==> config.mk <==
export PLATFORM = sky130hd
export DESIGN_NAME = uart_tx_fifo
export DESIGN_NICKNAME = d
export VERILOG_FILES = /design/src/rtl/uart_tx_fifo.sv
export SDC_FILE = /design/constraint.sdc
export NUM_CORES = 1
export LEC_CHECK = 0
export BUFFER_PORTS_ARGS = -buffer_cell sky130_fd_sc_hd__buf_2
export CORE_ASPECT_RATIO = 1.1
export CORE_MARGIN = 2
export CORE_UTILIZATION = 25
export CTS_BUF_LIST = sky130_fd_sc_hd__clkbuf_2
export CTS_CLUSTER_SIZE = 24
export DETAILED_ROUTE_END_ITERATION = 6
export PLACE_DENSITY_LB_ADDON = 0.15
export SETUP_SLACK_MARGIN = 0.15
export SLEW_MARGIN = 25
export SYNTH_ARGS = -nofsm -noshare
export SYNTH_HDL_FRONTEND = slang
export SYNTH_SLANG_ARGS = --single-unit
==> constraint.sdc <==
create_clock -name clk -period 5.9 [get_ports clk]
set_input_delay 1.475 -clock clk [delete_from_list [all_inputs] [get_ports clk]]
set_output_delay 1.475 -clock clk [all_outputs]
set_load 0.01 [all_outputs]
==> src/rtl/uart_tx_fifo.sv <==
// UART transmitter fed by a small input FIFO; the frame format is fixed at elaboration.
// txd is registered and idles high. Reset asserts asynchronously and is released to the FSM synchronously.
module uart_tx_fifo #(
  parameter int CLK_PER_BIT = 868,
  parameter int DATA_BITS   = 8,
  parameter int PARITY      = 0,
  parameter int STOP_BITS   = 1,
  parameter int GAP_CYCLES  = 0,
  parameter int FIFO_DEPTH  = 4
) (
  input  logic                            clk,
  input  logic                            rst,
  input  logic [DATA_BITS-1:0]            in_data,
  input  logic                            in_valid,
  output logic                            in_ready,
  output logic                            txd,
  output logic                            busy,
  output logic [$clog2(FIFO_DEPTH+1)-1:0] fifo_count
);

  localparam int CW = $clog2(FIFO_DEPTH + 1);
  localparam int PW = $clog2(FIFO_DEPTH);
  localparam int TW = $clog2(CLK_PER_BIT);
  localparam int IW = $clog2(DATA_BITS);
  localparam int GW = (GAP_CYCLES > 1) ? $clog2(GAP_CYCLES) : 1;
  localparam logic [TW-1:0] LAST_TICK = TW'(CLK_PER_BIT - 1);
  localparam logic [IW-1:0] LAST_DATA = IW'(DATA_BITS - 1);
  localparam logic [IW-1:0] LAST_STOP = IW'(STOP_BITS - 1);
  localparam logic [GW-1:0] LAST_GAP  = GW'((GAP_CYCLES > 0) ? GAP_CYCLES - 1 : 0);

  typedef enum logic [2:0] {S_IDLE, S_START, S_DATA, S_PAR, S_STOP, S_GAP} state_e;

  logic [DATA_BITS-1:0] mem_q [FIFO_DEPTH];
  logic [PW-1:0]        wr_ptr_q, rd_ptr_q;
  logic [CW-1:0]        count_q;
  logic                 full, empty, push, pop;
  logic [1:0]           rst_sync_q;
  logic                 hold;

  state_e               state_q, state_d;
  logic [TW-1:0]        timer_q, timer_d;
  logic [IW-1:0]        idx_q, idx_d;
  logic [GW-1:0]        gap_q, gap_d;
  logic                 txd_q, txd_d;
  logic [DATA_BITS-1:0] shreg_q, shreg_d;
  logic                 par_q, par_d;
  logic                 tick, launch, gap_end;
  logic [DATA_BITS-1:0] head;

  assign full       = (count_q == CW'(FIFO_DEPTH));
  assign empty      = (count_q == '0);
  assign push       = in_valid && !full;
  assign head       = mem_q[rd_ptr_q];
  assign in_ready   = !full;
  assign fifo_count = count_q;
  assign txd        = txd_q;
  assign busy       = (state_q != S_IDLE);
  assign tick       = (timer_q == LAST_TICK);
  assign hold       = rst_sync_q[1];

  always_ff @(posedge clk or posedge rst) begin
    if (rst) rst_sync_q <= 2'b11;
    else     rst_sync_q <= {rst_sync_q[0], 1'b0};
  end

  always_ff @(posedge clk) begin
    if (push) mem_q[wr_ptr_q] <= in_data;
  end

  always_ff @(posedge clk or posedge rst) begin
    if (rst) begin
      wr_ptr_q <= '0;
      rd_ptr_q <= '0;
      count_q  <= '0;
    end else begin
      if (push) wr_ptr_q <= wr_ptr_q + PW'(1);
      if (pop)  rd_ptr_q <= rd_ptr_q + PW'(1);
      if (push && !pop)      count_q <= count_q + CW'(1);
      else if (pop && !push) count_q <= count_q - CW'(1);
    end
  end

  always_comb begin
    state_d = state_q;
    timer_d = tick ? '0 : timer_q + TW'(1);
    idx_d   = idx_q;
    gap_d   = gap_q;
    txd_d   = txd_q;
    shreg_d = shreg_q;
    par_d   = par_q;
    pop     = 1'b0;
    launch  = 1'b0;
    gap_end = 1'b0;
    case (state_q)
      S_IDLE: begin
        timer_d = '0;
        txd_d   = 1'b1;
        launch  = !empty && !hold;
      end
      S_START: if (tick) begin
        state_d = S_DATA;
        idx_d   = '0;
        txd_d   = shreg_q[0];
      end
      S_DATA: if (tick) begin
        if (idx_q == LAST_DATA) begin
          idx_d = '0;
          if (PARITY != 0) begin
            state_d = S_PAR;
            txd_d   = par_q;
          end else begin
            state_d = S_STOP;
            txd_d   = 1'b1;
          end
        end else begin
          idx_d   = idx_q + IW'(1);
          shreg_d = shreg_q >> 1;
          txd_d   = shreg_q[1];
        end
      end
      S_PAR: if (tick) begin
        state_d = S_STOP;
        idx_d   = '0;
        txd_d   = 1'b1;
      end
      S_STOP: if (tick) begin
        if (idx_q == LAST_STOP) begin
          if (GAP_CYCLES > 0) begin
            state_d = S_GAP;
            gap_d   = '0;
          end else begin
            gap_end = 1'b1;
          end
        end else begin
          idx_d = idx_q + IW'(1);
        end
      end
      S_GAP: begin
        timer_d = '0;
        if (gap_q == LAST_GAP) gap_end = 1'b1;
        else                   gap_d = gap_q + GW'(1);
      end
      default: state_d = S_IDLE;
    endcase
    // End of frame chains straight into the next start bit when a word is waiting.
    if (gap_end) begin
      if (!empty) launch = 1'b1;
      else        state_d = S_IDLE;
    end
    if (launch) begin
      pop     = 1'b1;
      shreg_d = head;
      par_d   = (^head) ^ (PARITY == 1);
      txd_d   = 1'b0;
      timer_d = '0;
      state_d = S_START;
    end
  end

  always_ff @(posedge clk or posedge rst) begin
    if (rst) begin
      state_q <= S_IDLE;
      timer_q <= '0;
      idx_q   <= '0;
      gap_q   <= '0;
      txd_q   <= 1'b1;
    end else if (hold) begin
      state_q <= S_IDLE;
      timer_q <= '0;
      idx_q   <= '0;
      gap_q   <= '0;
      txd_q   <= 1'b1;
    end else begin
      state_q <= state_d;
      timer_q <= timer_d;
      idx_q   <= idx_d;
      gap_q   <= gap_d;
      txd_q   <= txd_d;
    end
  end

  always_ff @(posedge clk) begin
    shreg_q <= shreg_d;
    par_q   <= par_d;
  end

endmodule

==> results.toml <==
[logic_synthesis]
syn_area_sq_um = 2960
synth.distinct_cells = 44
synth-edff-count = 40
yosysSeqAreaShare_pct = 62.7
avgSynthCellArea_sq_um = 14.4
synth_nets = 227
synth-seq-cells = 66
ys.flop_type = "edfxtp_1"
yosysWarnings = 0
netlist_top_cells_area = "edfxtp_1, dfrtp_1, mux4_2"
ys_async_sr_fraction_pct = 39.4
synth_top_area_share_pct = 40.6
yosysTopAreaCell = "edfxtp_1"
syn-instance-count = 206

[route]
ant_nets = 0
drt-total-wl_mm = 5.26
wire_per_inst_microns = 13.8
drt-pass1-iter-count = 4
via_per_inst = 4.22
vias = 1611
drt-initial-drc-count = 81
drcViolationCount = 0

[sta]
finalMaxSlewViolations = 0
period_needed_ps = 3100
period_share_pct = 52.5
finalSetupViolCount = 0
rsz0062_at_grt = "false"
worstMarginPinSlew_ps = 818
fin_tns_setup_ps = 0
fin_worst_skew_ps = 16.9
timing.final.hold_violations = 0
fmax_ghz = 0.323
slew_headroom_pct = 45.3
whs_ps = 348

[global_routing]
grt.total_usage_pct = 9.08
met3_usage_pct = 2.16
grt-ovfl-total = 0
first_global_vias = 1691
use_met2_pct = 14.6
grt_max_degree = 27
grt_pass1_wl_mm = 8.63
antenna_found_initial = 0
met1_usage_pct = 11.3
busiest_layer = "met2"

[critical_path]
crit_type = "flop to primary output"
cp_data_arrival_time_ps = 1630
start_kind = "flop"
cp_max_fo = 13
crit_required_ps = 4430
worst-path-buf-inv = 1
path_cells = "nor2_1, nand2_1, buf_2"
crit_path_end_kind = "primary output"
crit_family = "flip-flops"
crit_path_top_delay_cell = "dfrtp_1"
max_stage_delay_ps = 600

[clock_network]
htree_num_levels = 3
cts_resized = 0
post_cts.repair.setup_buffers = 0
cts_buffers = 9
cts.sinks = 66
clkSlewWorstSetupHoldPaths_ps = 210
cts_hold_buf = 0
tritoncts = "built"
cts-root-buf = "clkbuf_2"
ctsLongestPathBuffers = 2
worstSkewPairLatency_ps = 470

[floorplan]
die_h_microns = 118
die_x_microns = 108
row_count = 41
ios = 17
initial_core_util_pct = 25.7
core_area_sq_um = 11500
die_area_sq_um = 12700

[layout]
mostFrequentLayoutCell = "edfxtp_1"
final_cell_area_sq_um = 3350
drive_gt1_share_pct = 25.0
area_growth_pct = 13.2
antenna_cells = 0
nets = 248
most-common-layout-cells = "edfxtp_1, dfrtp_1, buf_2"

[place]
io_buffers = 16
dp_hpwl_mm = 3.44
post_dp_cell_area_sq_um = 3200
place_congestion = 0.698

[run]
maxCapViolCount = 0

[run_status]
status = "finished, final reports clean"

[pwr]
irDropWorstVdd_mv = 0.137
powerDensity_nw_per_um2 = 391
power.leakage_nw = 1.30
power.total_mw = 1.31

[hold_path]
hp-class = "flop to flop"
[Yosys cell counts, types with 3 or more instances]
| cell | number |
|---|---|
| mux4_2 | 8 |
| mux2_4 | 3 |
| nand2_1 | 10 |
| xnor2_1 | 5 |
| dfstp_2 | 3 |
| nand4_1 | 3 |
| inv_1 | 13 |
| nor2_1 | 15 |
| ha_1 | 9 |
| edfxtp_1 | 40 |
| and3_1 | 7 |
| o21ai_0 | 5 |
| mux2_2 | 7 |
| a21o_1 | 3 |
| nand3_1 | 5 |
| dfrtp_1 | 23 |
| a21oi_1 | 3 |
| xor2_1 | 10 |
[final timing paths]
path,end,slack [ps],cells after the start,from
worst min-delay path,rst_sync_q[1]$_DFF_PP1_,350,0,rst_sync_q[0]$_DFF_PP1_
max in group asynchronous,rst_sync_q[0]$_DFF_PP1_,4480,2,rst
min in group asynchronous,timer_q[4]$_DFF_PP0_,1020,2,rst
worst max register to register,fifo_count[2]$_DFFE_PP0P_,3040,10,timer_q[0]$_DFF_PP0_
worst max-delay path,busy,2800,3,state_q[0]$_DFF_PP0_
worst min register to register,rst_sync_q[1]$_DFF_PP1_,350,0,rst_sync_q[0]$_DFF_PP1_
[kinds of logic (layout without fill, tap and decap cells)]
family | after synthesis | count (layout) | synth area share (%)
AO/OA/AOI/OAI | 19 | 19 | 4.31
XOR/XNOR | 15 | 15 | 4.44
adder cells (fa/ha/maj) | 10 | 10 | 4.48
buffers and inverters | 19 | 45 | 2.79
flip-flops | 66 | 66 | 62.7
multiplexers | 20 | 20 | 11.0
other | 1 | 1 | 0.127
AND/OR/NAND/NOR | 56 | 56 | 10.2
[state kept, by name (all words and copies together) (netlist names)]
| signal | count |
|---|---|
| fifo_count | 3 |
| idx_q | 3 |
| mem_q | 32 |
| rd_ptr_q | 2 |
| rst_sync_q | 2 |
| shreg_q | 8 |
| state_q | 3 |
| timer_q | 10 |
| txd | 1 |
| wr_ptr_q | 2 |
[power breakdown]
group          switching (mW)  internal [mW]  total, mW
Combinational           0.151          0.168      0.318
Clock                   0.173          0.139      0.312
Sequential             0.0775          0.602      0.679
Total                   0.401          0.909       1.31
[metal layers]
| layer | share of wire, % | wire (microns) | up-vias |
|---|---|---|---|
| met5 | 0 | 0 | - |
| met4 | 1.7 | 87 | 0 |
| met3 | 2.3 | 120 | 9 |
| met2 | 49 | 2590 | 18 |
| met1 | 47 | 2470 | 790 |
| li1 | - | - | 794 |
[final cells by class]
type                            instances  area, sq um
Fill cell                            1194         8140
Sequential cell                        66         1860
Multi-Input combinational cell        121         1040
Timing Repair Buffer                   16         80.1
Clock buffer                            9         45.0
Clock inverter                          7         93.8
Tap cell                              150          188
Inverter                               13         48.8
[through the flow]
stage / std cells / setup slack (ps) / utilization (%)
floorplan: 206 / 3140 / -
global route: 382 / 2640 / 29.1
global placement: 366 / 2960 / 27.8
finish: 382 / 2800 / 29.1
detailed placement: 366 / 2930 / 27.8
CTS: 382 / 2760 / 29.1
Power figures use the tool's default switching activity.
